## src/rtl/bg_layer_renderer.sv

```systemverilog
// Scrollable, pixel-replicated background layer: DrawX/DrawY -> ROM address -> palette -> registered RGB.
// Latency: ROM_LAT+2 cycles from DrawX/DrawY/blank to red/green/blue/pix_active.
// Backpressure: none; a free-running pixel pipeline. Optional colour key via macro BG_TRANSPARENT_KEY_EN.
module bg_layer_renderer #(
  parameter int IMG_W           = 640,
  parameter int IMG_H           = 480,
  parameter int SCALE_SHIFT     = 0,
  parameter int IDX_W           = 4,
  parameter int ADDR_W          = 19,
  parameter int ROM_LAT         = 1,
  parameter int TRANSPARENT_IDX = 0
) (
  input  logic              vga_clk,
  input  logic              reset,
  input  logic [9:0]        DrawX,
  input  logic [9:0]        DrawY,
  input  logic              blank,
  input  logic [9:0]        scroll_x_in,
  input  logic [9:0]        scroll_y_in,
  input  logic              scroll_we,
  output logic              scroll_pending,
  output logic [ADDR_W-1:0] rom_address,
  input  logic [IDX_W-1:0]  rom_q,
  output logic [IDX_W-1:0]  pal_index,
  input  logic [3:0]        pal_red,
  input  logic [3:0]        pal_green,
  input  logic [3:0]        pal_blue,
  output logic [3:0]        red,
  output logic [3:0]        green,
  output logic [3:0]        blue,
  output logic              pix_active,
  output logic              transparent
);

  localparam logic [10:0] W11 = 11'(IMG_W);
  localparam logic [10:0] H11 = 11'(IMG_H);
  // Worst-case number of subtractions needed to fold the scaled coordinate into the image.
  localparam int NSUB_X = (1023 >> SCALE_SHIFT) / IMG_W;
  localparam int NSUB_Y = (1023 >> SCALE_SHIFT) / IMG_H;

  logic [9:0]        ax, ay;
  logic [9:0]        shadow_x, shadow_y;
  logic              commit;
  logic              write_ok;
  logic [9:0]        eff_x, eff_y;
  logic [10:0]       ux, uy, sx, sy;
  logic [ADDR_W-1:0] addr_next;
  logic [ROM_LAT:0]  blank_dly;
  logic              blank_at_pal;

  // Commit happens at the top-left pixel; that pixel already uses the new offsets.
  assign commit   = (DrawX == 10'd0) && (DrawY == 10'd0) && scroll_pending;
  assign write_ok = scroll_we && ({1'b0, scroll_x_in} < W11) && ({1'b0, scroll_y_in} < H11);
  assign eff_x    = commit ? shadow_x : ax;
  assign eff_y    = commit ? shadow_y : ay;

  assign pal_index    = rom_q;
  assign blank_at_pal = blank_dly[ROM_LAT];

  // Scale, fold into the image by compare-subtract, add scroll with a single wrap, form the address.
  always_comb begin
    ux = {1'b0, DrawX >> SCALE_SHIFT};
    uy = {1'b0, DrawY >> SCALE_SHIFT};
    for (int i = 0; i < NSUB_X; i++) begin
      if (ux >= W11) ux = ux - W11;
    end
    for (int j = 0; j < NSUB_Y; j++) begin
      if (uy >= H11) uy = uy - H11;
    end
    sx = ux + {1'b0, eff_x};
    if (sx >= W11) sx = sx - W11;
    sy = uy + {1'b0, eff_y};
    if (sy >= H11) sy = sy - H11;
    addr_next = ADDR_W'(32'(sy) * IMG_W + 32'(sx));
  end

  // Scroll shadow/active registers; a write in the commit cycle stays pending for the next frame.
  always_ff @(posedge vga_clk) begin
    if (reset) begin
      ax             <= '0;
      ay             <= '0;
      shadow_x       <= '0;
      shadow_y       <= '0;
      scroll_pending <= 1'b0;
    end else begin
      if (commit) begin
        ax <= shadow_x;
        ay <= shadow_y;
      end
      if (write_ok) begin
        shadow_x       <= scroll_x_in;
        shadow_y       <= scroll_y_in;
        scroll_pending <= 1'b1;
      end else if (commit) begin
        scroll_pending <= 1'b0;
      end
    end
  end

  // Stage 0 address register and the blank tracker that follows each pixel to the colour stage.
  always_ff @(posedge vga_clk) begin
    if (reset) begin
      rom_address <= '0;
      blank_dly   <= '0;
    end else begin
      rom_address <= addr_next;
      blank_dly   <= {blank_dly[ROM_LAT-1:0], blank};
    end
  end

`ifdef BG_TRANSPARENT_KEY_EN
  logic key_hit;
  assign key_hit = blank_at_pal && (rom_q == IDX_W'(TRANSPARENT_IDX));

  // Colour register: keyed pixels go black and flag transparency for the compositor.
  always_ff @(posedge vga_clk) begin
    if (reset) begin
      red         <= '0;
      green       <= '0;
      blue        <= '0;
      pix_active  <= 1'b0;
      transparent <= 1'b0;
    end else begin
      pix_active  <= blank_at_pal;
      transparent <= key_hit;
      if (blank_at_pal && !key_hit) begin
        red   <= pal_red;
        green <= pal_green;
        blue  <= pal_blue;
      end else begin
        red   <= '0;
        green <= '0;
        blue  <= '0;
      end
    end
  end
`else
  assign transparent = 1'b0;

  // Colour register: palette colour during active video, black otherwise.
  always_ff @(posedge vga_clk) begin
    if (reset) begin
      red        <= '0;
      green      <= '0;
      blue       <= '0;
      pix_active <= 1'b0;
    end else begin
      pix_active <= blank_at_pal;
      if (blank_at_pal) begin
        red   <= pal_red;
        green <= pal_green;
        blue  <= pal_blue;
      end else begin
        red   <= '0;
        green <= '0;
        blue  <= '0;
      end
    end
  end
`endif

endmodule

```

## config.mk

```make
export PLATFORM = sky130hd
export DESIGN_NAME = bg_layer_renderer
export DESIGN_NICKNAME = d
export VERILOG_FILES = /design/src/rtl/bg_layer_renderer.sv
export SDC_FILE = /design/constraint.sdc
export NUM_CORES = 1
export LEC_CHECK = 0
export ABC_CLOCK_PERIOD_IN_PS = 14500
export BUFFER_PORTS_ARGS = -buffer_cell sky130_fd_sc_hd__buf_2
export CORE_AREA = 5 5 98 100
export DETAILED_ROUTE_END_ITERATION = 10
export DIE_AREA = 0 0 103 105
export HOLD_SLACK_MARGIN = 0.03
export PLACE_DENSITY_LB_ADDON = 0.2
export SLEW_MARGIN = 40
export SYNTH_ARGS = -nofsm -noshare
export SYNTH_HDL_FRONTEND = slang
export SYNTH_SLANG_ARGS = --single-unit
```

## constraint.sdc

```tcl
create_clock -name vga_clk -period 14.5 [get_ports vga_clk]
set_input_delay 2.9 -clock vga_clk [delete_from_list [all_inputs] [get_ports vga_clk]]
set_output_delay 2.9 -clock vga_clk [all_outputs]
set_load 0.005 [all_outputs]
```

==> results.sh <==
export IMPL_outcome="finished, final reports clean"
export IMPL_netlist_top_cells_area="dfxtp_1 30%, ha_1 12%, mux2_2 4.8%"
export IMPL_synthCells=561
export IMPL_cp_start_kind="input pin"
export IMPL_path_max_fanout=12
export IMPL_cts_buffers=9
export IMPL_timing_reg2reg_setup_slack_ns=8.22
export IMPL_grt_pass1_wl_mm=18.23
export IMPL_viasPerCell=5.600
export IMPL_synth_area_sq_mm=0.004927
export IMPL_synth_seq_cells=75
export IMPL_ctsHoldBuffers=0
export IMPL_cts_root_buf="clkbuf_8"
export IMPL_hp_class="register to register"
export IMPL_antenna_cells=0
export IMPL_first_global_vias=4074
export IMPL_hold_violations=0
export IMPL_drc=0
export IMPL_placementRows=34
export IMPL_ant_nets=0
export IMPL_fin_crit_ns=9.624
export IMPL_yosysSeqAreaShare_pct=30.47
export IMPL_dr_pass1_iters=4
export IMPL_slowest_delay_ns=0.42
export IMPL_clockBufferDepth=2
export IMPL_ys_async_sr_fraction_pct=0
export IMPL_areaGrowthSynthToFinish_pct=14.78
export IMPL_cts_htree_levels=3
export IMPL_drt_total_wl_mm=11.12
export IMPL_path_class="input pin to register"
export IMPL_dieArea_sq_mm=0.01082
export IMPL_worst_setup_path_end_kind="register"
export IMPL_max_cap_viol_count=0
export IMPL_clock_latency_ns=0.34
export IMPL_cts_tree="yes"
export IMPL_wire_per_inst_um=14.82
export IMPL_drt_iter0_drc=170
export IMPL_worst_ep_arrival_time_ns=9.90
export IMPL_min_period_over_period_pct=66.37
export IMPL_grt_overflow_total=0
export IMPL_synth_edff_count=0
export IMPL_cp_common_cell="ha_1"
export IMPL_gr_usage_all_layers_pct=20.52
export IMPL_p_total_mw=0.6604
export IMPL_finalMaxSlewViolations=0
export IMPL_rsz0062_at_grt="no"
export IMPL_relSlewSlack_pct=47.34
export IMPL_vias=4200
export IMPL_setup_viol=0
export IMPL_post_cts_setup_buffer_count=0
export IMPL_cts_resized=0
export IMPL_fin_skew_ns=0.01386
export IMPL_port_buffers=88
export IMPL_required_ns=14.78
export IMPL_die_h_um=105
export IMPL_tightest_slew_ns=0.7899
export IMPL_synth_warning_count=0
export IMPL_start_util_pct=57.34
export IMPL_synth_avg_cell_area_sq_um=8.783
export IMPL_yosys_area_top_type_share_pct=30.47
export IMPL_synth_flop_cell="dfxtp_1"
export IMPL_fin_nets=751
export IMPL_core_area_sq_mm=0.008593
export IMPL_p_per_area_mw_per_mm2=116.8
export IMPL_crit_buf_inv=1
export IMPL_place_gp_congestion=0.8964
export IMPL_clk_pin_slew_worst_paths_ns=0.08
export IMPL_antenna_found_initial=0
export IMPL_leakagePower_nw=2.546
export IMPL_slowest_stage="mux2_2"
export IMPL_yosysUniqueCellTypes=74
export IMPL_crit_family="compound AO/OA/AOI/OAI gates"
export IMPL_dpl_hpwl_mm=8.675
export IMPL_cts_num_sinks=75
export IMPL_ir_drop_mv=0.05575
export IMPL_tns_ns=0
export IMPL_fmax_ghz=0.1039
export IMPL_syn_nets=673
export IMPL_synth_largest_area_cell="dfxtp_1"
export IMPL_grt_max_degree=43
export IMPL_nFillCells=722
export IMPL_ioPinCount=98
export IMPL_final_layout_size_suffix_gt1_share_pct=23.36
export IMPL_die_w_um=103
[worst reg2reg max path, stage by stage, from the launching register on]
cell	delay, ns
dfxtp_1	0.38
inv_1	0.09
nor4_4	0.63
buf_4	0.32
mux2i_1	0.38
inv_1	0.09
ha_1	0.29
a211oi_2	0.33
o211ai_1	0.21
a31o_1	0.26
a21oi_2	0.17
xor2_2	0.24
o211ai_2	0.18
mux2_1	0.37
ha_1	0.29
ha_1	0.24
or2_1	0.27
o21ai_0	0.34
a311oi_2	0.19
nor3_1	0.20
nand4_1	0.14
xnor2_1	0.19
a2111o_1	0.35
o21ai_1	0.07
[registers in the layout, summed over array words and instances (netlist names)]
name            cells
rom_address        19
pix_active          1
red                 4
shadow_y           10
blue                4
ax                 10
ay                 10
blank_dly           2
shadow_x           10
scroll_pending      1
green               4
[logic make-up (layout without fill, tap and decap cells)]
family | Yosys count | after routing | share of synthesized area, %
AND/OR/NAND/NOR | 208 | 208 | 21.58
flip-flops | 75 | 75 | 30.47
multiplexers | 25 | 25 | 5.637
XOR/XNOR | 35 | 35 | 6.526
AO/OA/AOI/OAI | 118 | 118 | 17.78
buffers and inverters | 47 | 128 | 4.114
other | 1 | 1 | 0.07611
adder cells (fa/ha/maj) | 52 | 52 | 13.81
[path summary, 6_finish.rpt]
check,startpoint,to,depth (start not counted)
max reg2reg,scroll_pending$_SDFFE_PP0P_,rom_address[18]$_SDFF_PP0_,23
min reg2reg,blank_dly[0]$_SDFF_PP0_,blank_dly[1]$_SDFF_PP0_,1
max,DrawY[5],rom_address[18]$_SDFF_PP0_,29
min,blank_dly[0]$_SDFF_PP0_,blank_dly[1]$_SDFF_PP0_,1
[cell type report]
cell class / instances / area [sq um] / area share, %
multi-input cells: 439 / 3246 / 57.39
flip-flops and latches: 75 / 1501 / 26.55
repair buffers: 90 / 455.4 / 8.053
well taps: 108 / 135.1 / 2.389
clock buffers: 9 / 123.9 / 2.190
clock inverters: 5 / 103.9 / 1.836
inverters: 24 / 90.09 / 1.593
[cell usage in the layout (no fill, tap or decap), types with 4 or more instances in the layout]
cell type,n
buf_2,88
dfxtp_1,75
nand2_1,55
ha_1,48
nor2_1,43
a21oi_1,36
and2_1,34
inv_1,24
mux2_2,21
xnor2_1,19
nand3_1,14
xor2_1,14
o21ai_0,13
nor2b_1,12
nor4_1,10
nor3_1,10
o21a_1,9
clkbuf_8,9
o211ai_1,7
a21o_1,7
o21ai_1,4
nand3b_1,4
a31oi_1,4
fa_1,4
[report_power, final]
part | leakage (nW) | switching (mW) | internal, mW
logic | 1.82 | 0.138 | 0.109
registers | 0.612 | 0.00442 | 0.222
clock network | 0.115 | 0.0736 | 0.112
total | 2.55 | 0.216 | 0.444
[cells in the mapped netlist (3+ instances only)]
library cell	n
dfxtp_1	75
nand2_1	55
ha_1	48
nor2_1	43
a21oi_1	36
and2_1	34
inv_1	24
mux2_2	21
xnor2_1	19
nand3_1	14
xor2_1	14
o21ai_0	13
nor2b_1	12
clkbuf_1	11
nor4_1	11
nor3_1	10
o21a_1	9
a21o_1	7
o211ai_1	7
buf_2	6
buf_4	5
a31oi_1	4
fa_1	4
nand3b_1	4
o21ai_1	4
a41oi_1	3
mux2i_1	3
nand2b_1	3
o2111ai_1	3
o22ai_1	3
or4_1	3
[metrics by stage]
stage               instances  utilization (%)  worst slack, ns  area (sq um)  hold WS (ns)
floorplan                 561                -            5.447          4927        0.4138
global placement          736            62.97            4.853          5411        0.4239
detailed placement        736            63.08            4.624          5420        0.4469
CTS                       750            65.73            4.934          5648        0.4515
global route              750            65.81            4.440          5655        0.4613
finish                    750            65.81            4.876          5655        0.4458
[layer usage]
| metal | up-vias | share of wire, % | track usage [%] |
|---|---|---|---|
| met5 | - | 0 | 0 |
| met4 | 0 | 1.3 | 6.753 |
| met3 | 12 | 6.2 | 3.797 |
| met2 | 127 | 48 | 33.82 |
| met1 | 1929 | 45 | 26.76 |
| li1 | 2132 | - | - |
(Power assumes the default switching activity.)
